$ cat src/rtl/multicycle_control_unit.sv
// Multi-cycle control unit for the 8-bit processor.
// The FSM steps through FETCH -> DECODE -> EXEC -> (MEM -> (WB)) and drives the
// datapath controls and memory req/ack handshake from registered state.
// Optional macro CU_TRAP_EN: when defined, an illegal opcode parks the FSM in
// TRAP until reset. When undefined, it executes as a NOP with a one-cycle
// illegal pulse.
module multicycle_control_unit #(
    parameter int unsigned OPCODE_W = 3,
    parameter int unsigned INSTR_W  = 8
) (
    input  logic                clk,
    input  logic                rst_n,
    input  logic [INSTR_W-1:0]  instr,
    input  logic                zero,
    input  logic                mem_ack,
    output logic                mem_req,
    output logic                mem_we,
    output logic                ir_ld,
    output logic                pc_inc,
    output logic                pc_ld,
    output logic                J,
    output logic                JC,
    output logic                INA,
    output logic                RM,
    output logic                WM,
    output logic                SIN,
    output logic                SOUT,
    output logic                WR,
    output logic                NEQ,
    output logic [OPCODE_W-1:0] opcode,
    output logic                illegal,
    output logic [2:0]          state
);

`ifdef CU_TRAP_EN
    typedef enum logic [2:0] {
        ST_FETCH  = 3'd0,
        ST_DECODE = 3'd1,
        ST_EXEC   = 3'd2,
        ST_MEM    = 3'd3,
        ST_WB     = 3'd4,
        ST_TRAP   = 3'd5
    } state_t;
`else
    typedef enum logic [2:0] {
        ST_FETCH  = 3'd0,
        ST_DECODE = 3'd1,
        ST_EXEC   = 3'd2,
        ST_MEM    = 3'd3,
        ST_WB     = 3'd4
    } state_t;
`endif

    state_t              r_state;
    logic [OPCODE_W-1:0] r_opcode;
    logic                r_mem_req, r_mem_we, r_pc_inc, r_pc_ld;
    logic                r_j, r_jc, r_ina, r_rm, r_wm, r_sin, r_sout, r_wr, r_neq;
    logic                r_illegal;

    logic       w_op_illegal;
    logic [2:0] w_op3;
    logic       w_is_mw;
    logic       w_is_mr;
    logic       w_mw_done;
    logic       w_unused_instr;

    // Opcodes of value 8 or more exist only when the field is wider than 3 bits.
    generate
        if (OPCODE_W > 3) begin : g_wide_op
            assign w_op_illegal = |r_opcode[OPCODE_W-1:3];
        end else begin : g_narrow_op
            assign w_op_illegal = 1'b0;
        end
    endgenerate

    assign w_op3          = r_opcode[2:0];
    assign w_is_mw        = ~w_op_illegal & (w_op3 == 3'b010);
    assign w_is_mr        = ~w_op_illegal & (w_op3 == 3'b011);
    assign w_unused_instr = ^instr;

    // Outputs are registered alongside the state they belong to. The MW
    // completion pulse must land in the ack cycle, so like ir_ld it is
    // qualified by mem_ack.
    assign w_mw_done = (r_state == ST_MEM) & w_is_mw & mem_ack;

    assign ir_ld   = (r_state == ST_FETCH) & mem_ack;
    assign pc_inc  = r_pc_inc | w_mw_done;
    assign mem_req = r_mem_req;
    assign mem_we  = r_mem_we;
    assign pc_ld   = r_pc_ld;
    assign J       = r_j;
    assign JC      = r_jc;
    assign INA     = r_ina;
    assign RM      = r_rm;
    assign WM      = r_wm;
    assign SIN     = r_sin;
    assign SOUT    = r_sout;
    assign WR      = r_wr;
    assign NEQ     = r_neq;
    assign opcode  = r_opcode;
    assign illegal = r_illegal;
    assign state   = r_state;

    // FSM: next state plus the control outputs that belong to that next state.
    always_ff @(posedge clk) begin
        if (!rst_n) begin
            r_state   <= ST_FETCH;
            r_opcode  <= '0;
            r_mem_req <= 1'b1;
            r_mem_we  <= 1'b0;
            r_pc_inc  <= 1'b0;
            r_pc_ld   <= 1'b0;
            r_j       <= 1'b0;
            r_jc      <= 1'b0;
            r_ina     <= 1'b0;
            r_rm      <= 1'b0;
            r_wm      <= 1'b0;
            r_sin     <= 1'b0;
            r_sout    <= 1'b0;
            r_wr      <= 1'b0;
            r_neq     <= 1'b0;
            r_illegal <= 1'b0;
        end else begin
            r_mem_req <= 1'b0;
            r_mem_we  <= 1'b0;
            r_pc_inc  <= 1'b0;
            r_pc_ld   <= 1'b0;
            r_j       <= 1'b0;
            r_jc      <= 1'b0;
            r_ina     <= 1'b0;
            r_rm      <= 1'b0;
            r_wm      <= 1'b0;
            r_sin     <= 1'b0;
            r_sout    <= 1'b0;
            r_wr      <= 1'b0;
            r_neq     <= 1'b0;
            r_illegal <= 1'b0;
            case (r_state)
                ST_FETCH: begin
                    if (mem_ack) begin
                        r_opcode <= instr[INSTR_W-1 -: OPCODE_W];
                        r_state  <= ST_DECODE;
                    end else begin
                        r_mem_req <= 1'b1;
                    end
                end
                ST_DECODE: begin
`ifdef CU_TRAP_EN
                    if (w_op_illegal) begin
                        r_state   <= ST_TRAP;
                        r_illegal <= 1'b1;
                    end else
`endif
                    begin
                        r_state <= ST_EXEC;
                        if (w_op_illegal) begin
                            r_pc_inc  <= 1'b1;
                            r_illegal <= 1'b1;
                        end else begin
                            case (w_op3)
                                3'b000: begin r_sout <= 1'b1; r_pc_inc <= 1'b1; end
                                3'b001: begin r_ina <= 1'b1; r_sin <= 1'b1; r_pc_inc <= 1'b1; end
                                3'b010: r_wm <= 1'b1;
                                3'b011: r_rm <= 1'b1;
                                3'b100: begin r_j <= 1'b1; r_pc_ld <= 1'b1; end
                                3'b101: begin
                                    r_jc     <= 1'b1;
                                    r_pc_ld  <= zero;
                                    r_pc_inc <= ~zero;
                                end
                                3'b110: begin r_wr <= 1'b1; r_pc_inc <= 1'b1; end
                                3'b111: begin
                                    r_jc     <= 1'b1;
                                    r_neq    <= 1'b1;
                                    r_pc_ld  <= ~zero;
                                    r_pc_inc <= zero;
                                end
                            endcase
                        end
                    end
                end
                ST_EXEC: begin
                    r_mem_req <= 1'b1;
                    if (w_is_mw || w_is_mr) begin
                        r_state  <= ST_MEM;
                        r_mem_we <= w_is_mw;
                        r_wm     <= w_is_mw;
                        r_rm     <= w_is_mr;
                    end else begin
                        r_state <= ST_FETCH;
                    end
                end
                ST_MEM: begin
                    if (mem_ack) begin
                        if (w_is_mw) begin
                            r_state   <= ST_FETCH;
                            r_mem_req <= 1'b1;
                        end else begin
                            r_state  <= ST_WB;
                            r_wr     <= 1'b1;
                            r_rm     <= 1'b1;
                            r_pc_inc <= 1'b1;
                        end
                    end else begin
                        r_mem_req <= 1'b1;
                        r_mem_we  <= w_is_mw;
                        r_wm      <= w_is_mw;
                        r_rm      <= w_is_mr;
                    end
                end
                ST_WB: begin
                    r_state   <= ST_FETCH;
                    r_mem_req <= 1'b1;
                end
`ifdef CU_TRAP_EN
                ST_TRAP: begin
                    r_illegal <= 1'b1;
                end
`endif
                default: begin
                    r_state   <= ST_FETCH;
                    r_mem_req <= 1'b1;
                end
            endcase
        end
    end

endmodule

$ cat config.mk
export PLATFORM = sky130hd
export DESIGN_NAME = multicycle_control_unit
export DESIGN_NICKNAME = d
export VERILOG_FILES = /design/src/rtl/multicycle_control_unit.sv
export SDC_FILE = /design/constraint.sdc
export NUM_CORES = 1
export LEC_CHECK = 0
export ABC_AREA = 1
export BUFFER_PORTS_ARGS = -buffer_cell sky130_fd_sc_hd__clkbuf_2
export CAP_MARGIN = 20
export CORE_MARGIN = 5
export CORE_UTILIZATION = 44
export CTS_CLUSTER_SIZE = 24
export DETAILED_ROUTE_END_ITERATION = 16
export GPL_TIMING_DRIVEN = 0
export PLACE_DENSITY_LB_ADDON = 0.2
export SLEW_MARGIN = 20
export SYNTH_ARGS = -nofsm -noshare
export SYNTH_HDL_FRONTEND = slang
export SYNTH_SLANG_ARGS = --single-unit
export TNS_END_PERCENT = 100
$ cat constraint.sdc
create_clock -name clk -period 1.1 [get_ports clk]
set_input_delay 0.055 -clock clk [delete_from_list [all_inputs] [get_ports clk]]
set_output_delay 0.055 -clock clk [all_outputs]
set_load 0.03 [all_outputs]
After elaboration in Yosys (flattened, before gate mapping) --
Index checks and enable logic that the tools add are counted.
Word-level totals: bits in writable memories 0, output and inout bits 21, word-level logic and storage cells 68, memories 0, bits in latches 0, register bits after elaboration 18, ROM bits 0, bits of input ports 12
Cells by class: $mul 0, add/subtract/negate cells 0, bitwise gates (word level) 5, reduce and logical (&&, ||, !) cells 8, eq/ne operators 12, magnitude comparators 0, divide/modulo/power cells 0, shift-type cells 0, multiplexer cells 29
Operator list (count):
- $mux 1 | 16
- $pmux 1 s3 | 5
- $eq 3x2->1 const B | 4
- $eq 3x3->1 const B | 4
- $pmux 3 s4 | 1
- $mux 3 | 3
- $eq 3x1->1 const B | 2
- $logic_not 3->1 | 2
- $pmux 1 s2 | 3
- $reduce_and 2->1 | 3
- $ne 2x2->1 const B | 2
- $and 1x1->1 | 3
- $reduce_or 3->1 | 1
- $mux 2 | 1
- $reduce_or 2->1 | 1
- $logic_or 1x1->1 | 1
- $not 1->1 | 1
- $or 1x1->1 | 1

Logic depth before layout (Yosys ltp) --
Gate-level depths: netlist of the first run.
word-level depth 4, gate-level depth with buffers 7, mapped depth without buffers 7

Least setup slack after synthesis of the first run --
No wires, ideal clock.
kind reg-to-reg, start register r_state[1], in the netlist state[1], end register r_mem_req, in the netlist mem_req, data arrival time 1.084 ns, setup time 0.126 ns, setup slack -0.110 ns, cell stages (with the launch flop) 6, data required time 0.974 ns, cell sequence dfxtp_1 > inv_2 > nor2_2 > nand3_1 > o21ai_0 > nand3_1
On the way: word-level cells in the longest chain between the ends 2, elaborated cells between the ends (all ways) 4
Ends and longest elaborated chain:
- start: declaration | RTL line 54 | state_t r_state;
- start signal: assignment | RTL line 107 | r_state <= ST_FETCH;
- start signal: assignment | RTL line 142 | r_state <= ST_DECODE;
- start signal: assignment | RTL line 155 | r_state <= ST_EXEC;
- $eq 3x2->1 (tied with other cells) | RTL line 138 | case (r_state)
- $pmux 1 s3 * | RTL line 138
- end signal: assignment | RTL line 124 | r_mem_req <= 1'b0;
- end signal: assignment | RTL line 144 | r_mem_req <= 1'b1;
- end signal: assignment | RTL line 183 | r_mem_req <= 1'b1;
- end: declaration | RTL line 56 | logic r_mem_req, r_mem_we, r_pc_inc, r_pc_ld;
Every way passes the cells marked *; elsewhere a longest branch is shown, timed or not. A chain may end at the register's enable or synchronous reset.

Worst setup path after layout of the first run --
start register r_state[2], in the netlist state[2], end output pc_inc
On the way: word-level cells in the longest chain between the ends 4
Ends and longest elaborated chain:
- $eq 3x2->1 | RTL line 84 | assign w_mw_done = (r_state == ST_MEM) & w_is_mw & mem_ack;
- $and 1x1->1 (2 in series) | RTL line 84
- $or 1x1->1 | RTL line 87 | assign pc_inc = r_pc_inc | w_mw_done;
- end: declaration | RTL line 19 | output logic pc_inc,
Every way passes these cells.

==> summary.txt, run 1 <==
final WL: 2.232 mm
row cnt: 14
largest net degree at the start of global routing: 11
post-synth top area share: 48.90%
Critical Path Slowest Stage Cell: dfxtp_4
HP Class: primary input to flip-flop
WP buf/inv: 2
Vias/cell: 5.248
Worst Setup Slack, final: -0.1303 ns
Worst Reg-to-Reg Cells: 8
clk root buf: clkbuf_4
Synth Net Count: 108
first-pass GRT wire length: 3.588 mm
Cells after Synth: 96
TritonCTS buffer count: 3
Slew Viols, Final: 0
final hold vios: 0
I/O pins: 33
Setup WS pre-CTS: 0.002734 ns
register bit total from synthesis: 18
total of max-cap violations: 0
minimum clock period: 1.230 ns
share of cells above drive strength 1: 55.32%
post-DR wirelength/cell: 14.22 um
synthesized area: 737.0 um^2
Worst Skew: 0.001761 ns
CP Cell Sequence: inv_6 -> nand2_4 -> nor2_4 -> a31o_4 -> buf_8
die area: 0.002593 mm^2
average cell area after synthesis: 7.677 um^2
Register Area: 382.9 um^2
core area: 0.001541 mm^2
HPWL Detailed: 1.214 mm
maximum clock rate: 0.8128 GHz
most frequent cells in the layout: clkbuf_2, buf_4, nand2_1
delay-heaviest family, CP: flip-flops
Total Power: 1.769 mW
synthesis-to-layout area growth: 62.99%
status: complete, but fails checks
Reg clk slew, reported paths: 0.10 ns
GRT Overall Usage: 17.70%
failing checks: setup timing
flop-to-flop setup slack: -0.07 ns
leading area contributor after synthesis: dfxtp_1
initial core utilization: 47.81%
CP arrival: 1.18 ns
TritonRoute pass-1 iters: 4
Syn. warnings: 0
most common cell after layout, fill and taps aside: clkbuf_2
Final ANT Viol Nets: 0
sequential area share after synthesis: 48.90%
RSZ-0062 raised after global routing: yes
initial antenna violation count: 0
CTS tree: yes
static leakage: 0.6127 nW
DR vias: 824
Finished Layout Cells: 157
Critical R2R Capture: mem_req
critical path startpoint category: flip-flop
placed cells: 137
H-tree level count: 1
max incr delay on CP: 0.38 ns
number of cells on the critical path: 5
Area contributors post-synth: dfxtp_1, nand2_1, nor2_1, inv_1, nand3_1
clk sinks: 18
chip height: 50.93 um
Setup TNS: -0.3929 ns
GP Congestion: 0.8786
fin nets: 154
Final setup viols: 6
DRT iter0 DRCs: 20
I/O Buffers: 25
gr ovfl total: 0
Power Density: 1472 mW/mm^2
ant diodes: 0
critical path endpoint category: output pin
Util after Layout: 77.92%
CP startpoint: state[2]
area of the multi-input gates: 376.6 um^2
latest clock arrival within the worst-skew pair: 0.29 ns
post-synthesis cell type count: 22
maximum VDD drop: 0.8848 mV
period utilization: 111.8%
die width: 50.93 um
# DRC: 0
CP Class: flip-flop to output pin
vias in the first global route: 805
filler cell count: 104
critical-path maximum fanout: 4
clock buffer depth: 2
CP Capture Point: pc_inc
reg2reg start: state[2]
Crit path required time: 1.04 ns
[logic make-up (layout without fill, tap and decap cells)]
family / after synthesis / count (layout) / share of synthesized area (%)
simple gates: 51 / 51 / 33.96
flops: 18 / 18 / 48.90
buf+inv: 17 / 62 / 10.02
other cells: 1 / 1 / 0.5088
compound gates: 9 / 9 / 6.622
[report_power, final]
group	internal (mW)	total [mW]	switching, mW	leakage, nW
registers	0.698	0.742	0.0440	0.151
logic	0.252	0.620	0.368	0.441
clock network	0.202	0.407	0.206	0.0210
[cell usage after synthesis, drive strengths merged]
master,instances
a21oi,4
o21ai,4
and3,1
nand4,3
nand3,7
nor2,13
conb,1
a31o,1
nor4,2
dfxtp,18
inv,13
nor3,5
nand2,20
buf,4
[routing by layer]
metal	vias up	global-route usage, %	wire [um]
met4	0	12.34	57
met5	-	0	0
met1	375	21.93	874
li1	398	-	-
met2	42	27.07	1123
met3	9	3.779	176
[worst min-delay path by stage]
stage | end | cells past startpoint | from
detailed placement | opcode[1] | 3 | instr[6]
finish | mem_req | 2 | rst_n
floorplan | opcode[0] | 2 | instr[5]
global placement | opcode[2] | 3 | instr[7]
CTS | mem_req | 2 | rst_n
global route | opcode[2] | 3 | rst_n
[metrics by stage]
stage / hold slack, ns / area (um^2)
after floorplan: 0.1898 / 744.5
after global placement: 0.2754 / 889.6
after detailed placement: 0.2925 / 889.6
after CTS: 0.03292 / 1091
after global routing: 0.04476 / 1201
final: 0.03566 / 1201
[area by class of cell]
type	count	share of cell area (%)
inverter	13	5.521
multi-input combinational	61	31.35
tap	16	1.667
clock buffer	4	3.021
buffer	3	1.667
sequential	18	31.88
timing repair buffer	42	24.90
[sequential cells by signal, summed over array words and instances (netlist names)]
name      flops
SOUT          1
r_pc_inc      1
state         3
SIN           1
RM            1
J             1
WM            1
mem_req       1
JC            1
mem_we        1
opcode        3
WR            1
pc_ld         1
NEQ           1
[timing repair]
| item | in CTS | in global routing |
|---|---|---|
| pin swaps | 4 | 8 |
| endpoints found under the hold margin | 3 | 0 |
| gates cloned | 0 | 0 |
| setup buffers | 12 | 3 |
| hold buffers | 3 | 0 |
| endpoints found under the setup margin | 3 | 18 |
| resized for setup | 19 | 33 |
(Power assumes the default switching activity.)
==> run 2, diff against run 1 <==
--- a/config.mk
+++ b/config.mk
@@ -13,7 +13,7 @@
 export CTS_CLUSTER_SIZE = 24
 export DETAILED_ROUTE_END_ITERATION = 16
 export GPL_TIMING_DRIVEN = 0
-export PLACE_DENSITY_LB_ADDON = 0.2
+export PLACE_DENSITY = 0.79
 export SLEW_MARGIN = 20
 export SYNTH_ARGS = -nofsm -noshare
 export SYNTH_HDL_FRONTEND = slang
==> run 2 against run 1 <==
  * The flow still finishes with violations (setup timing)
  * Final area decreased by 0.42%
  * Sequential power about the same
  * Critical path depth increased by 1
  * Cell count increased by 1.3%
  * Critical path type is now flip-flop to flip-flop
  * Highest routed layer unchanged
==> summary.txt, run 2 (synthesis results as in run 1) <==
WHS Path Cells: 2 (unchanged)
GRT Overall Usage: 17.14% (-0.56 points)
fin nets: 156 (+1.3%)
Final ANT Viol Nets: 0 (unchanged)
failing checks: setup timing
I/O Buffers: 25 (unchanged)
Setup TNS: -0.4659 ns (-0.07298 ns)
CP arrival: 1.42 ns (+0.24 ns)
first-pass GRT wire length: 3.429 mm (-4.4%)
Slew Viols, Final: 0 (unchanged)
Vias/cell: 5.308 (+1.1%)
initial antenna violation count: 0 (unchanged)
vias in the first global route: 758 (-5.8%)
Final setup viols: 6 (unchanged)
maximum VDD drop: 0.9338 mV (+5.5%)
clock buffer depth: 2 (unchanged)
clk sinks: 18 (unchanged)
RSZ-0062 raised after global routing: yes
TritonRoute pass-1 iters: 4 (unchanged)
largest net degree at the start of global routing: 11 (unchanged)
most common cell after layout, fill and taps aside: buf_4
critical path startpoint category: flip-flop
final hold vios: 0 (unchanged)
Worst Reg-to-Reg Cells: 6 (-2)
# DRC: 0 (unchanged)
CP Class: flip-flop to flip-flop
static leakage: 0.6132 nW (about the same)
die width: 50.93 um (unchanged)
Worst Setup Slack, final: -0.1373 ns (-0.007043 ns)
Crit path required time: 1.28 ns (+0.24 ns)
initial core utilization: 47.81% (unchanged)
row cnt: 14 (unchanged)
TritonCTS buffer count: 3 (unchanged)
synthesis-to-layout area growth: 62.31%
final WL: 2.225 mm (-0.31%)
HP Class: primary input to flip-flop
most frequent cells in the layout: buf_4, clkbuf_2, nand2_1
Setup WS pre-CTS: -0.009449 ns (-0.01218 ns)
share of cells above drive strength 1: 55.24% (-0.074 points)
CTS tree: yes
Finished Layout Cells: 159 (+1.3%)
I/O pins: 33 (unchanged)
core area: 0.001541 mm^2 (unchanged)
Power Density: 1487 mW/mm^2 (+0.99%)
Total Power: 1.779 mW (+0.57%)
latest clock arrival within the worst-skew pair: 0.29 ns (about the same)
period utilization: 112.5% (+0.64 points)
critical path endpoint category: flip-flop
HPWL Detailed: 1.246 mm (+2.6%)
Worst Skew: 0.005238 ns (+0.003477 ns)
DRT iter0 DRCs: 46 (+130%)
status: complete, but fails checks
critical-path maximum fanout: 5 (+1)
ant diodes: 0 (unchanged)
total of max-cap violations: 0 (unchanged)
post-DR wirelength/cell: 13.99 um (-1.6%)
die area: 0.002593 mm^2 (unchanged)
GP Congestion: 0.7920 (-9.9%)
DR vias: 844 (+2.4%)
minimum clock period: 1.237 ns (+0.007043 ns)
gr ovfl total: 0 (unchanged)
clk root buf: clkbuf_4
placed cells: 137 (unchanged)
maximum clock rate: 0.8082 GHz (-0.57%)
Reg clk slew, reported paths: 0.10 ns (about the same)
H-tree level count: 1 (unchanged)
chip height: 50.93 um (unchanged)
## run 2: timing repair
| item | CTS | global route |
|---|---|---|
| pin swaps | 3 | 5 |
| resized for setup | 25 | 24 |
| buffers inserted | 13 | 3 |
| endpoints found under the hold margin | 2 | 1 |
| endpoints found under the setup margin | 2 | 17 |
| hold buffers | 2 | 1 |
## run 2: layout make-up
class                   instances  area [um^2]
well taps                      16        20.02
multi-input cells              61        364.1
clock buffers                   4        36.28
fillers                       110        345.3
plain buffers                   3        20.02
repair buffers                 44        309.0
inverters                      13        63.81
flip-flops and latches         18        382.9
## run 2: worst paths after layout
kind                  start  slack [ns]       to
setup reg to reg   state[1]       -0.14  mem_req
hold / removal        rst_n        0.06  mem_req
setup / recovery   state[1]       -0.14  mem_req
hold reg to reg   opcode[0]        0.58        J
## run 2: worst max-delay path, cell delays in order, from the launching register on
cell and delay [ns]:
dfxtp_4 0.41, inv_4 0.06, nor2_4 0.13, buf_4 0.15, nand3_1 0.13, o21ai_0 0.13, nand3_1 0.11
## run 2: power breakdown
part           switching [mW]  internal [mW]
Sequential             0.0414          0.697
Combinational           0.372          0.268
Clock                   0.198          0.202
Total                   0.611           1.17
## run 2: layer usage
metal  global-route usage [%]  up-vias  share of wire (%)
li1                         -      402                  -
met1                    22.20      370                 41
met2                    27.27       58                 44
met3                    2.907       14                8.5
met4                    8.511        0                5.6
met5                        0        -                  0
## run 2: stage by stage
step	util, %	area, um^2	hold slack, ns
floorplan	-	744.5	0.1898
global placement	57.71	889.6	0.2799
detailed placement	57.71	889.6	0.2970
CTS	72.32	1115	0.0002263
global route	77.60	1196	0.05048
finish	77.60	1196	0.05526
